**config.mk**
```make
export PLATFORM = sky130hd
export DESIGN_NAME = load_store_unit_flat
export DESIGN_NICKNAME = d
export VERILOG_FILES = /design/src/rtl/load_store_unit_if.sv /design/src/rtl/load_store_unit.sv /design/src/flat_wrapper.sv
export SDC_FILE = /design/constraint.sdc
export NUM_CORES = 1
export LEC_CHECK = 0
export BUFFER_PORTS_ARGS = -buffer_cell sky130_fd_sc_hd__buf_2
export CORE_ASPECT_RATIO = 0.9
export CORE_MARGIN = 2
export CORE_UTILIZATION = 40
export CTS_BUF_LIST = sky130_fd_sc_hd__clkbuf_2 sky130_fd_sc_hd__clkbuf_4 sky130_fd_sc_hd__clkbuf_8
export DETAILED_ROUTE_END_ITERATION = 8
export MAX_ROUTING_LAYER = met4
export PLACE_DENSITY = 0.65
export SYNTH_ARGS = -nofsm -noshare
export SYNTH_HDL_FRONTEND = slang
export SYNTH_SLANG_ARGS = --single-unit
```
**constraint.sdc**
```tcl
create_clock -name clock -period 5.2 [get_ports clock]
set_input_delay 1.04 -clock clock [delete_from_list [all_inputs] [get_ports clock]]
set_output_delay 1.04 -clock clock [all_outputs]
set_load 0.03 [all_outputs]
```
**src/rtl/load_store_unit_if.sv**
```systemverilog
// Request/response and word-memory bus bundle for the load/store unit.
// master = requester plus memory model side, slave = the load/store unit.
`ifndef DATA_BITS
`define DATA_BITS 32
`endif

interface load_store_unit_if #(
    parameter int WORD_ADDR_BITS = `DATA_BITS - 2
);
    logic                      req_valid;
    logic                      req_ready;
    logic                      req_write;
    logic [2:0]                req_funct3;
    logic [31:0]               req_address;
    logic [31:0]               req_wdata;
    logic                      resp_valid;
    logic [31:0]               resp_rdata;
    logic                      resp_error;
    logic [WORD_ADDR_BITS-1:0] mem_address;
    logic [3:0]                mem_byteena;
    logic [31:0]               mem_data;
    logic                      mem_wren;
    logic [31:0]               mem_q;

    modport master (
        output req_valid, req_write, req_funct3, req_address, req_wdata,
        output mem_q,
        input  req_ready, resp_valid, resp_rdata, resp_error,
        input  mem_address, mem_byteena, mem_data, mem_wren
    );

    modport slave (
        input  req_valid, req_write, req_funct3, req_address, req_wdata,
        input  mem_q,
        output req_ready, resp_valid, resp_rdata, resp_error,
        output mem_address, mem_byteena, mem_data, mem_wren
    );
endinterface

```
**src/rtl/load_store_unit.sv**
```systemverilog
// Byte-addressed load/store engine on a word-organised memory port.
// Define MISALIGNED_SPLIT_EN to split word-crossing accesses into two words.
`ifndef DATA_BITS
`define DATA_BITS 32
`endif

module load_store_unit #(
    parameter int WORD_ADDR_BITS = `DATA_BITS - 2
) (
    input  logic               clock,
    input  logic               reset,
    load_store_unit_if.slave   bus
);

`ifdef MISALIGNED_SPLIT_EN
    typedef enum logic [1:0] {IDLE, ACC0, ACC1, DONE} state_t;
`else
    typedef enum logic [1:0] {IDLE, ACC0, DONE} state_t;
`endif

    state_t state, next;

    logic        wr_q;
    logic [2:0]  f3_q;
    logic [31:0] addr_q;
    logic [31:0] wdata_q;
    logic [31:0] lo_q;
    logic [31:0] rdata_q;
    logic        err_q;

    function automatic logic [3:0] lanes(input logic [1:0] sz);
        unique case (sz)
            2'b00:   lanes = 4'b0001;
            2'b01:   lanes = 4'b0011;
            default: lanes = 4'b1111;
        endcase
    endfunction

    function automatic logic legal(input logic w, input logic [2:0] f);
        if (w) legal = (f == 3'b000) || (f == 3'b001) || (f == 3'b010);
        else   legal = (f != 3'b011) && (f[2:1] != 2'b11);
    endfunction

    logic [7:0]  mask_in;
    logic [7:0]  mask;
    logic        bad_in;
    logic [63:0] wshift;
    logic [31:0] lo_src;
    logic [31:0] hi_src;
    logic [63:0] joined;
    logic [31:0] ext;
    logic [WORD_ADDR_BITS-1:0] word_q;

    assign mask_in = {4'b0, lanes(bus.req_funct3[1:0])} << bus.req_address[1:0];
    assign mask    = {4'b0, lanes(f3_q[1:0])} << addr_q[1:0];
    assign wshift  = {32'b0, wdata_q} << {addr_q[1:0], 3'b000};
    assign word_q  = addr_q[WORD_ADDR_BITS+1:2];

`ifdef MISALIGNED_SPLIT_EN
    assign bad_in = !legal(bus.req_write, bus.req_funct3);
`else
    assign bad_in = !legal(bus.req_write, bus.req_funct3) || (|mask_in[7:4]);
`endif

    always_ff @(posedge clock or posedge reset) begin
        if (reset) state <= IDLE;
        else       state <= next;
    end

    always_comb begin
        next            = state;
        bus.mem_address = '0;
        bus.mem_byteena = 4'b0;
        bus.mem_data    = 32'b0;
        bus.mem_wren    = 1'b0;
        bus.resp_valid  = 1'b0;
        lo_src          = lo_q;
        hi_src          = 32'b0;
        unique case (state)
            IDLE: begin
                if (bus.req_valid) next = bad_in ? DONE : ACC0;
            end
            ACC0: begin
                bus.mem_address = word_q;
                bus.mem_byteena = mask[3:0];
                bus.mem_data    = wshift[31:0];
                bus.mem_wren    = wr_q && (|mask[3:0]);
                lo_src          = bus.mem_q;
`ifdef MISALIGNED_SPLIT_EN
                next            = (|mask[7:4]) ? ACC1 : DONE;
`else
                next            = DONE;
`endif
            end
`ifdef MISALIGNED_SPLIT_EN
            ACC1: begin
                bus.mem_address = word_q + {{(WORD_ADDR_BITS-1){1'b0}}, 1'b1};
                bus.mem_byteena = mask[7:4];
                bus.mem_data    = wshift[63:32];
                bus.mem_wren    = wr_q && (|mask[7:4]);
                hi_src          = bus.mem_q;
                next            = DONE;
            end
`endif
            DONE: begin
                bus.resp_valid = 1'b1;
                next           = IDLE;
            end
            default: next = IDLE;
        endcase
    end

    // Result is formed on the edge leaving the last access, so DONE only presents it.
    assign joined = {hi_src, lo_src} >> {addr_q[1:0], 3'b000};

    always_comb begin
        ext = joined[31:0];
        unique case (f3_q[1:0])
            2'b00:   ext = {{24{!f3_q[2] && joined[7]}}, joined[7:0]};
            2'b01:   ext = {{16{!f3_q[2] && joined[15]}}, joined[15:0]};
            default: ext = joined[31:0];
        endcase
    end

    always_ff @(posedge clock or posedge reset) begin
        if (reset) begin
            wr_q    <= 1'b0;
            f3_q    <= 3'b0;
            addr_q  <= 32'b0;
            wdata_q <= 32'b0;
            lo_q    <= 32'b0;
            rdata_q <= 32'b0;
            err_q   <= 1'b0;
        end else begin
            if (state == IDLE && bus.req_valid) begin
                wr_q    <= bus.req_write;
                f3_q    <= bus.req_funct3;
                addr_q  <= bus.req_address;
                wdata_q <= bus.req_wdata;
            end
            if (state == ACC0) lo_q <= bus.mem_q;
            if (next == DONE && state != DONE) begin
                if (state == IDLE) begin
                    rdata_q <= 32'b0;
                    err_q   <= 1'b1;
                end else begin
                    rdata_q <= wr_q ? 32'b0 : ext;
                    err_q   <= 1'b0;
                end
            end
        end
    end

    assign bus.req_ready  = (state == IDLE) && !reset;
    assign bus.resp_rdata = rdata_q;
    assign bus.resp_error = err_q;

endmodule
```
**src/flat_wrapper.sv**
```systemverilog
// flat-port wrapper written by rule: the top's interface ports become plain ports
module load_store_unit_flat 
#(
    parameter int WORD_ADDR_BITS = `DATA_BITS - 2
)
  (clock, reset, bus_req_valid, bus_req_write, bus_req_funct3, bus_req_address, bus_req_wdata, bus_mem_q, bus_req_ready, bus_resp_valid, bus_resp_rdata, bus_resp_error, bus_mem_address, bus_mem_byteena, bus_mem_data, bus_mem_wren);
  load_store_unit_if #(.WORD_ADDR_BITS(WORD_ADDR_BITS)) bus_i ();
  input  logic clock;
  input  logic reset;
  input wire logic [$bits(bus_i.req_valid)-1:0] bus_req_valid;
  input wire logic [$bits(bus_i.req_write)-1:0] bus_req_write;
  input wire logic [$bits(bus_i.req_funct3)-1:0] bus_req_funct3;
  input wire logic [$bits(bus_i.req_address)-1:0] bus_req_address;
  input wire logic [$bits(bus_i.req_wdata)-1:0] bus_req_wdata;
  input wire logic [$bits(bus_i.mem_q)-1:0] bus_mem_q;
  output wire logic [$bits(bus_i.req_ready)-1:0] bus_req_ready;
  output wire logic [$bits(bus_i.resp_valid)-1:0] bus_resp_valid;
  output wire logic [$bits(bus_i.resp_rdata)-1:0] bus_resp_rdata;
  output wire logic [$bits(bus_i.resp_error)-1:0] bus_resp_error;
  output wire logic [$bits(bus_i.mem_address)-1:0] bus_mem_address;
  output wire logic [$bits(bus_i.mem_byteena)-1:0] bus_mem_byteena;
  output wire logic [$bits(bus_i.mem_data)-1:0] bus_mem_data;
  output wire logic [$bits(bus_i.mem_wren)-1:0] bus_mem_wren;
  assign bus_i.req_valid = bus_req_valid;
  assign bus_i.req_write = bus_req_write;
  assign bus_i.req_funct3 = bus_req_funct3;
  assign bus_i.req_address = bus_req_address;
  assign bus_i.req_wdata = bus_req_wdata;
  assign bus_i.mem_q = bus_mem_q;
  assign bus_req_ready = bus_i.req_ready;
  assign bus_resp_valid = bus_i.resp_valid;
  assign bus_resp_rdata = bus_i.resp_rdata;
  assign bus_resp_error = bus_i.resp_error;
  assign bus_mem_address = bus_i.mem_address;
  assign bus_mem_byteena = bus_i.mem_byteena;
  assign bus_mem_data = bus_i.mem_data;
  assign bus_mem_wren = bus_i.mem_wren;
  load_store_unit #(.WORD_ADDR_BITS(WORD_ADDR_BITS)) u_core (.clock(clock), .reset(reset), .bus(bus_i));
endmodule
```
==> impl_results.md <==
* Count leader, synth: dfrtp_1
* Post-synth EDFFs at 0
* Mux cell area share after synthesis at between 20% and 30%
* Tot Pwr at 3190 uW
* CP endpoint kind: primary output
* Pre-CTS setup slack at 1890 ps
* Worst-Margin Slew at between 1000 and 1500 ps
* Crit path kind: register to primary output
* Num CTS Buffers at 17
* Synth area leaders: dfrtp_1 51%, mux2_2 15%, mux4_2 5.4%, mux2i_1 4.0%, and2_1 3.9%
* Cell Int Power at between 2000 and 2500 uW
* Site row count at between 40 and 50
* Max-slew violations at 0
* Synth Area in Adders at 0%
* Antenna violations before repair at 2
* PortBufs at a little over 200
* Crit-path most repeated cell: nor2_1
* Post-synth top area cell: dfrtp_1
* WL final at ~17000 microns
* Mapped cell area at ~6300 sq um
* Worst-Skew Late Latency at around 430 ps
* Syn Nets at 631
* Total global routing overflow at 0
* Die height at 123 microns
* CTS tree: built
* Synth Area in XOR/XNOR at 0%
* R2r setup slk at 1820 ps
* Vias/cell at about 5.3
* Ratio of cells with drive above 1 in the final layout at around 49%
* Flop pwr share at approximately 44%
* Post_cts resized at 0
* Number of synthesized register bits at between 100 and 150
* # clock sinks at around 130
* Die area at 16800 sq um
* Max cap viols at 0
* Slowest library cell on the worst path: nor2_1
* Drt first pass iters at 4
* Synth Area in Simple Gates at 10.8%
* WL/cell at around 18 microns
* Clk root buf: clkbuf_8
* CTS Hold Bufs at 0
* Area Growth Syn to Fin at 24.9%
* Final hold viol count at 0
* Antenna Violating Nets Remaining at 0
* GR Util All Layers at 21.2%
* Shortest period the worst path allows at about 3700 ps
* Critical Path AT at 2620 ps
* Vias in the first global route at 4971
* Net Sw Power at approximately 1100 uW
* Worst Hold Class: register to register
* Slew headroom at 21.1%
* DRT iter0 DRCs at 290
* VDD IR max at 172 uV
* Post-DP HPWL at around 12000 microns
* Status: complete, no violations
* Synth Area in Compound Gates at 10.4%
* CP Data Required Time at around 4200 ps
* Cell Chain, Critical Path: buf_4 -> inv_1 -> nor2_1 -> a21oi_1 -> nor2_1 -> buf_2
* Yosys Warn Count at 0
* Most instantiated cells after synthesis: 128 x dfrtp_1, 85 x mux2_2, 41 x nor2_1
* Max stage delay on crit path at roughly 640 ps
* Gate power share at 30.2%
* Syn Inst Count at between 500 and 600
* Clock transition at path regs at approximately 70 ps
* Vias at approximately 5000
* Placer's final routability congestion estimate at about 0.92
* Max Clock Skew at 11.4 ps
* First-pass GRT wire length at approximately 26000 microns
* Setup bufs post-CTS at 0
* Final Worst Setup Slack at 1540 ps
* # IOs at slightly above 200
* Core Region at 15400 sq um
* Syn Area/Cell at 12.0 sq um
* Residual DRC count at 0
* Initial core utilization at 40.9%
* Prevailing post-synth register cell: dfrtp_1
* TNS Setup at 0 ps
* Post-synthesis cell type count at 37
* H-tree depth at 4
* Post-synth ARST share at 100%
* Setup repair after global routing missed its margin: false
* Die Wd at between 100 and 150 microns
* Achievable clock frequency at 273 MHz
* Setup-failing EPs final at 0
* Clock Path Buffers at 2
* Main combinational cell family by area after synthesis: multiplexers
* Clk network pwr share at around a quarter
* Switching share of total power at ~33%
* Pin count of the biggest net entering global routing at 75
* Crit Path Max Fanout at 47
* Power Dens Cells at about 400 nW/um^2
* Leakage at 0.00398 uW
* # nets final at a little over 800
* Period utilization at between 70% and 80%
* Post-synthesis sequential area ratio at between 50 and 60%
* Setup crit start kind: register
* Share of the synthesized area in the top cell type at between 50% and 60%
sequential cells by signal (all words and copies together), names as in the netlist:
| register | cells |
|---|---|
| u_core.bus.resp_error | 1 |
| u_core.addr_q | 32 |
| u_core.wdata_q | 32 |
| u_core.f3_q | 3 |
| u_core.bus.resp_rdata | 32 |
| u_core.state | 2 |
| u_core.lo_q | 25 |
| u_core.wr_q | 1 |
cells in the final DEF (no fill, tap or decap), types with 10 or more instances in the layout:
| master | instances |
|---|---|
| mux2_2 | 85 |
| a221o_1 | 17 |
| nor2_1 | 41 |
| buf_2 | 204 |
| buf_4 | 11 |
| clkbuf_8 | 21 |
| mux4_2 | 15 |
| nand2_1 | 35 |
| nor2b_1 | 10 |
| a21oi_1 | 11 |
| mux2i_1 | 25 |
| dfrtp_1 | 127 |
| o21ai_0 | 13 |
| a211oi_1 | 16 |
| and2_1 | 39 |
power by group through the flow:
stage | clock network (uW) | registers, uW | logic (uW)
final | 816 | 1410 | 964
after global routing | 887 | 1440 | 1050
after CTS | 838 | 1410 | 967
after detailed placement | 0 | 1420 | 965
after global placement | 0 | 1400 | 946
after floorplan | 0 | 1400 | 695
area by class of cell:
type | count | area [sq um]
Fill cell | 1440 | 7560
Sequential cell | 128 | 3200
Multi-Input combinational cell | 352 | 2910
Timing Repair Buffer | 215 | 1100
Clock buffer | 26 | 327
Tap cell | 202 | 253
Clock inverter | 6 | 55.1
Inverter | 6 | 25.0
Antenna cell | 2 | 5.00
routing by layer:
metal,GRT usage [%],vias to the layer above,wire [microns]
li1,-,2303,-
met1,28.8,2475,7680
met2,30.8,171,7680
met3,6.48,18,1200
met4,6.05,0,240
met5,-,-,0
stage by stage:
stage,area (sq um),utilization (%),hold WS [ps],std cells
4_1_cts,7880,51.0,488,935
3_5_place_dp,7500,48.6,469,903
5_1_grt,7890,51.1,508,937
6_report,7890,51.1,481,937
2_1_floorplan,6310,-,445,528
3_3_place_gp,7500,48.6,462,903
worst paths after layout:
kind | to | start | cells past startpoint
worst min register to register | u_core.lo_q[7] | u_core.lo_q[7] | 2
worst min-delay path | u_core.lo_q[7] | u_core.lo_q[7] | 2
min in group asynchronous | u_core.addr_q[21] | reset | 2
worst max-delay path | bus_mem_data[18] | u_core.addr_q[1] | 6
max in group asynchronous | u_core.bus.resp_rdata[23] | reset | 3
worst max register to register | u_core.bus.resp_rdata[17] | u_core.addr_q[1] | 7
critical path: cells and delay by family, from the launching register on:
| family | cells | cell delay (ps) |
|---|---|---|
| buffers and inverters | 3 | 910 |
| AOI/OAI and AO/OA | 1 | 160 |
| and+or+nand+nor | 2 | 780 |
| DFF | 1 | 340 |
logic make-up after synthesis:
group                  count (synthesis)
AO/OA/AOI/OAI                         87
buffers and inverters                 48
flip-flops                           128
multiplexers                         126
AND/OR/NAND/NOR                      139
No activity file was read; power rests on OpenSTA's default activity.
